### src/rtl/mic_get_samples_pkg.sv
// mic_get_samples_pkg
// Shared types and sizing for the microphone sample grabber:
//   spi_state_t   - SPI conversion sequencer states
//   SAMPLE_BITS   - default bits per conversion (equals the default stream width)
//   BIT_CNT_W     - width of a counter that must reach SAMPLE_BITS inclusive
//   bit_cnt_width - same sizing rule for a non-default sample width
package mic_get_samples_pkg;

  typedef enum logic [2:0] {
    ST_IDLE,
    ST_SETUP,
    ST_LOW,
    ST_HIGH,
    ST_DONE
  } spi_state_t;

  localparam int SAMPLE_BITS = 16;

  function automatic int bit_cnt_width(input int bits);
    return $clog2(bits + 1);
  endfunction

  localparam int BIT_CNT_W = bit_cnt_width(SAMPLE_BITS);

endpackage

### src/rtl/mic_sample_fifo.sv
// mic_sample_fifo
// Synchronous FIFO with a registered AXI4-Stream style output stage. The
// output register holds the head word, so total storage is DEPTH + 1 words.
// A write while the RAM is full is silently dropped.
// Ports:
//   clock   - sole clock
//   resetn  - synchronous active-low reset (empties FIFO, clears output)
//   wr_en   - write strobe for wr_data
//   wr_data - word to store
//   tvalid  - head word valid
//   tdata   - head word
//   tready  - consumer accepts head word when tvalid is also high
module mic_sample_fifo #(
  parameter int DATA_W = 16,
  parameter int ADDR_W = 2
) (
  input  logic              clock,
  input  logic              resetn,
  input  logic              wr_en,
  input  logic [DATA_W-1:0] wr_data,
  output logic              tvalid,
  output logic [DATA_W-1:0] tdata,
  input  logic              tready
);

  localparam int DEPTH = 2 ** ADDR_W;

  logic [DATA_W-1:0] ram [DEPTH];
  logic [ADDR_W-1:0] wr_ptr;
  logic [ADDR_W-1:0] rd_ptr;
  logic [ADDR_W:0]   count;
  logic              full;
  logic              empty;
  logic              do_write;
  logic              do_read;

  assign full     = (count == (ADDR_W + 1)'(DEPTH));
  assign empty    = (count == '0);
  assign do_write = wr_en && !full;
  // Refill the output register when it is empty or its word is being taken.
  assign do_read  = !empty && (!tvalid || tready);

  always_ff @(posedge clock) begin
    if (!resetn) begin
      wr_ptr <= '0;
      rd_ptr <= '0;
      count  <= '0;
      tvalid <= 1'b0;
      tdata  <= '0;
    end else begin
      if (do_write) begin
        ram[wr_ptr] <= wr_data;
        wr_ptr      <= wr_ptr + 1'b1;
      end

      if (do_read) begin
        tdata  <= ram[rd_ptr];
        rd_ptr <= rd_ptr + 1'b1;
        tvalid <= 1'b1;
      end else if (tvalid && tready) begin
        // Last word taken; tdata keeps its value.
        tvalid <= 1'b0;
      end

      case ({do_write, do_read})
        2'b10:   count <= count + 1'b1;
        2'b01:   count <= count - 1'b1;
        default: count <= count;
      endcase
    end
  end

endmodule

### src/rtl/mic_get_samples.sv
// mic_get_samples
// Periodic SPI master reading samples from a microphone ADC, buffering them
// and presenting them on an AXI4-Stream master port.
// Ports:
//   m00_axis_aclk    - sole clock
//   m00_axis_aresetn - synchronous active-low reset
//   m00_axis_tvalid  - output word valid
//   m00_axis_tdata   - sample, MSB is the first bit received
//   m00_axis_tstrb   - byte strobes, always all ones
//   m00_axis_tready  - consumer ready
//   spi_clock        - SPI clock, idles high
//   spi_chipselect   - active-low chip select
//   spi_data         - serial data from the ADC (changes on SCLK falling edges)
//
// SPI sequencer states:
//   state    | meaning
//   ---------+--------------------------------------------------------
//   ST_IDLE  | CS high, SCLK high, waiting for the period counter wrap
//   ST_SETUP | CS low, SCLK high for CLK_TRIG cycles
//   ST_LOW   | SCLK low for CLK_TRIG cycles
//   ST_HIGH  | SCLK high for CLK_TRIG cycles; bit sampled on entry
//   ST_DONE  | CS low, SCLK high for CLK_TRIG cycles, then word stored
module mic_get_samples
  import mic_get_samples_pkg::*;
#(
  parameter int CLK_TRIG               = 2,
  parameter int GRAB_TRIG              = 128,
  parameter int RAM_ADDR_WIDTH         = 2,
  parameter int C_M00_AXIS_TDATA_WIDTH = SAMPLE_BITS
) (
  input  logic                                m00_axis_aclk,
  input  logic                                m00_axis_aresetn,
  output logic                                m00_axis_tvalid,
  output logic [C_M00_AXIS_TDATA_WIDTH-1:0]   m00_axis_tdata,
  output logic [C_M00_AXIS_TDATA_WIDTH/8-1:0] m00_axis_tstrb,
  input  logic                                m00_axis_tready,
  output logic                                spi_clock,
  output logic                                spi_chipselect,
  input  logic                                spi_data
);

  localparam int W     = C_M00_AXIS_TDATA_WIDTH;
  // The package width already covers the default sample size.
  localparam int BIT_W = (W == SAMPLE_BITS) ? BIT_CNT_W : bit_cnt_width(W);
  localparam int PER_W = $clog2(GRAB_TRIG);
  localparam int TMR_W = $clog2(CLK_TRIG + 1);

  localparam logic [TMR_W-1:0] TMR_LOAD = TMR_W'(CLK_TRIG - 1);

  spi_state_t       state;
  logic [PER_W-1:0] per_cnt;
  logic [TMR_W-1:0] timer;
  logic [BIT_W-1:0] bit_cnt;
  logic [W-1:0]     shift_reg;
  logic             per_wrap;
  logic             tmr_done;
  logic             last_bit;
  logic             fifo_wr;

  assign per_wrap = (per_cnt == PER_W'(GRAB_TRIG - 1));
  assign tmr_done = (timer == '0);
  assign last_bit = (bit_cnt == BIT_W'(W));
  // Store on the same edge that raises CS.
  assign fifo_wr  = (state == ST_DONE) && tmr_done;

  assign m00_axis_tstrb = '1;

  always_ff @(posedge m00_axis_aclk) begin
    if (!m00_axis_aresetn) begin
      per_cnt        <= '0;
      state          <= ST_IDLE;
      timer          <= '0;
      bit_cnt        <= '0;
      shift_reg      <= '0;
      spi_clock      <= 1'b1;
      spi_chipselect <= 1'b1;
    end else begin
      per_cnt <= per_wrap ? '0 : per_cnt + 1'b1;

      // Phase timer counts down; each state reloads it on its terminal count.
      if (!tmr_done) begin
        timer <= timer - 1'b1;
      end

      case (state)
        ST_IDLE: begin
          // A wrap while a conversion is still running is simply skipped.
          if (per_wrap) begin
            state          <= ST_SETUP;
            spi_chipselect <= 1'b0;
            timer          <= TMR_LOAD;
            bit_cnt        <= '0;
          end
        end
        ST_SETUP: begin
          if (tmr_done) begin
            state     <= ST_LOW;
            spi_clock <= 1'b0;
            timer     <= TMR_LOAD;
          end
        end
        ST_LOW: begin
          if (tmr_done) begin
            state     <= ST_HIGH;
            spi_clock <= 1'b1;
            timer     <= TMR_LOAD;
            shift_reg <= {shift_reg[W-2:0], spi_data};
            bit_cnt   <= bit_cnt + 1'b1;
          end
        end
        ST_HIGH: begin
          if (tmr_done) begin
            timer <= TMR_LOAD;
            if (last_bit) begin
              state <= ST_DONE;
            end else begin
              state     <= ST_LOW;
              spi_clock <= 1'b0;
            end
          end
        end
        ST_DONE: begin
          if (tmr_done) begin
            state          <= ST_IDLE;
            spi_chipselect <= 1'b1;
          end
        end
        default: begin
          state          <= ST_IDLE;
          spi_clock      <= 1'b1;
          spi_chipselect <= 1'b1;
        end
      endcase
    end
  end

  mic_sample_fifo #(
    .DATA_W(W),
    .ADDR_W(RAM_ADDR_WIDTH)
  ) u_fifo (
    .clock  (m00_axis_aclk),
    .resetn (m00_axis_aresetn),
    .wr_en  (fifo_wr),
    .wr_data(shift_reg),
    .tvalid (m00_axis_tvalid),
    .tdata  (m00_axis_tdata),
    .tready (m00_axis_tready)
  );

endmodule

### config.mk
export PLATFORM = sky130hd
export DESIGN_NAME = mic_get_samples
export DESIGN_NICKNAME = d
export VERILOG_FILES = /design/src/rtl/mic_get_samples_pkg.sv /design/src/rtl/mic_sample_fifo.sv /design/src/rtl/mic_get_samples.sv
export SDC_FILE = /design/constraint.sdc
export NUM_CORES = 1
export LEC_CHECK = 0
export BUFFER_PORTS_ARGS = -buffer_cell sky130_fd_sc_hd__buf_4
export CAP_MARGIN = 20
export CORE_MARGIN = 2
export CORE_UTILIZATION = 55
export CTS_CLUSTER_SIZE = 8
export DETAILED_ROUTE_END_ITERATION = 10
export GPL_TIMING_DRIVEN = 0
export PLACE_DENSITY = 0.73
export SYNTH_ARGS = -nofsm -noshare
export SYNTH_HDL_FRONTEND = slang
export SYNTH_SLANG_ARGS = --single-unit
### constraint.sdc
create_clock -name m00_axis_aclk -period 2.65 [get_ports m00_axis_aclk]
set_input_delay 0 -clock m00_axis_aclk [delete_from_list [all_inputs] [get_ports m00_axis_aclk]]
set_output_delay 0 -clock m00_axis_aclk [all_outputs]
set_load 0.01 [all_outputs]
==> run summary <==
Synth warn: 0
Initial antenna violation count: 0
CP arrival: 2.92 ns
CTS tree: built
PortBufs: 21
R2R Path End: u_fifo.count[2]
Number of flops mapped to enable cells by yosys: 64
CP Max Fanout: 8
Initial Util: 55.98%
# IOs: 25
Iter 0 DRT Violations: 132
RR Startpoint: u_fifo.count[0]
Area Overhead vs Synth: 18.67%
First-pass GRT wire length: 14.56 mm
Final Skew: 0.009237 ns
Diode count: 0
Post-placement cell count: 485
Least-Margin Pin Slew: 0.9116 ns
Min Tclk post-route: 2.481 ns
First-pass detailed-route iteration total: 4
Worst hold stages: 3
Post-synthesis sequential area ratio: 64.50%
Hold-critical path endpoint: u_fifo.tvalid
Peak supply drop: 0.4971 mV
Req. time, crit path: 3.09 ns
Clk slew on worst S/H paths: 0.06 ns
Relative slew slack: 39.23%
Asr flop ratio synth: 0%
HPWL Detailed: 5.396 mm
Routed Antenna Nets: 0
Cell Area, Synth: 4811 sq um
Status: completed
Final Hold Vio Count: 0
Detailed Route WL: 8.903 mm
Die H: 97.53 um
Top post-synthesis cells by area: edfxtp_1 40%, dfxtp_1 25%, mux4_2 7.5%
Cts bufs inserted: 17
Crit start category: flop
Power density over cell area: 922.6 nW/um^2
Row count: 34
Placeable Area: 8593 sq um
GRT overflow: 0
Drt wl/cell: 17.19 um
H-tree Lvls: 4
DIE WIDTH: 97.53 um
Root buffer cell: clkbuf_8
FF+latch count, synth: 123
Final Slew Violations: 0
Gpl congestion: 0.8078
Yosys cell types: 47
RSZ-0062 raised after global routing: false
Gate Count Post-Synth: 355
Total track usage: 20.17%
Min-Delay Path Class: in2reg
Fin crit share: 93.63%
DRC viols: 0
Synth cell count leaders: 64 x edfxtp_1, 59 x dfxtp_1, 58 x nand2_1
Nets: 410
Largest register FFs: 64
Post-CTS setup buffer count: 0
Via-per-instance ratio: 5.531
Crit path kind: reg2reg
Top cell type's share of synthesized area: 39.95%
Worst skew pair latency: 0.51 ns
Top-count cell post-synth: edfxtp_1
Final setup fails: 0
Top FF cell, synth: edfxtp_1
Via count: 2,865
Share of layout cells above drive strength 1: 22.20%
Fmax: 403.0 MHz
Sink Count: 123
Max cap viols: 0
Post-layout util: 66.44%
Die area: 9511 sq um
Final std cells w/o fill: 518
Cell taking the most area after synthesis: edfxtp_1
Cells on worst reg2reg path: 10
Hold path start: m00_axis_tready
Lkg Pwr: 2.010 nW
Clk buf depth: 2
R2R Setup Slk: 0.17 ns
Largest net degree at the start of global routing: 20
Critical Path End Type: flop
Syn avg cell area: 13.55 sq um
Vias in the first global route: 2,909
-- worst max-delay path, stage by stage (launching register included) --
cell	delay (ns)
dfxtp_1	0.35
or3b_1	0.40
and4_1	0.20
buf_2	0.16
inv_1	0.07
ha_2	0.19
inv_1	0.06
fa_1	0.37
xor2_1	0.16
or3_1	0.31
a21boi_1	0.14
-- cells by family after synthesis --
kind of cell	after synthesis	share of synthesized area (%)
adders and majority gates	9	2.497
muxes	16	7.490
DFF	123	64.50
xor gates and xnor gates	12	2.185
and+or+nand+nor	115	12.09
buffers and inverters	29	2.939
AOI/OAI and AO/OA	50	8.219
other	1	0.07795
-- how the worst max path moves through the flow --
stage	startpoint	endpoint	slack (ns)
after floorplan	u_fifo.count[2]	u_fifo.count[2]	0.36
after global placement	u_fifo.tvalid	u_fifo.count[2]	0.008
after detailed placement	u_fifo.tvalid	u_fifo.count[2]	-0.1
after CTS	u_fifo.count[2]	u_fifo.count[2]	0.12
after global routing	u_fifo.count[0]	u_fifo.count[2]	0.02
final	u_fifo.count[0]	u_fifo.count[2]	0.17
-- cell type report --
type / instances / area, sq um
Buffer: 20 / 107.6
Clock buffer: 18 / 417.9
Clock inverter: 14 / 163.9
Fill cell: 637 / 2884
Inverter: 8 / 30.03
Multi-Input combinational cell: 204 / 1573
Sequential cell: 123 / 3104
Tap cell: 108 / 135.1
Timing Repair Buffer: 23 / 177.7
-- per-stage QoR --
stage	setup TNS, ns	area (sq um)	setup WS [ns]	hold slack, ns	total power [mW]
floorplan	0	4815	0.3554	0.1449	2.773
CTS	0	5705	0.1162	0.02223	5.307
finish	0	5709	0.1687	0.03069	5.267
detailed placement	-0.09714	5107	-0.09714	0.2726	3.098
global route	0	5709	0.01887	0.02855	5.472
global placement	0	5107	0.008379	0.2719	3.069
-- cells in the final DEF (no fill, tap or decap), types with 3 or more instances in the layout --
cell / instances
o2bb2ai_1: 18
clkbuf_1: 7
buf_2: 8
nor2_1: 8
edfxtp_1: 64
o21ai_0: 4
inv_6: 4
nand2_1: 58
nand3_1: 9
mux4_2: 16
clkbuf_16: 16
ha_1: 7
nor2b_1: 3
clkinv_4: 4
and4b_1: 3
and2_1: 8
xor2_1: 6
a21boi_0: 12
clkinvlp_4: 3
nor3_1: 3
inv_1: 8
buf_4: 27
and3_1: 6
dfxtp_1: 58
a21boi_1: 5
xnor2_1: 6
or3_1: 3
-- where the power goes --
group	internal (mW)	leakage [nW]	switching, mW
clock	1.36	0.275	0.867
sequential	2.13	1.07	0.0787
combinational	0.409	0.664	0.425
total	3.90	2.01	1.37
-- what timing repair did --
item | 4_1_cts | 5_1_grt
setup endpoints to repair | 1 | 1
resized for setup | 0 | 3
pin swaps | 0 | 0
hold endpoints to repair | 4 | 0
cloned | 0 | 0
hold buffers | 2 | 0
-- layer usage --
layer  global-route usage (%)  up-vias  part of all wire (%)
li1                         -     1386                     -
met4                    7.051        0                   1.1
met5                        0        -                     0
met1                    24.51     1405                    44
met3                    5.899       12                   3.4
met2                    34.43       62                    52
Power figures use the tool's default switching activity.
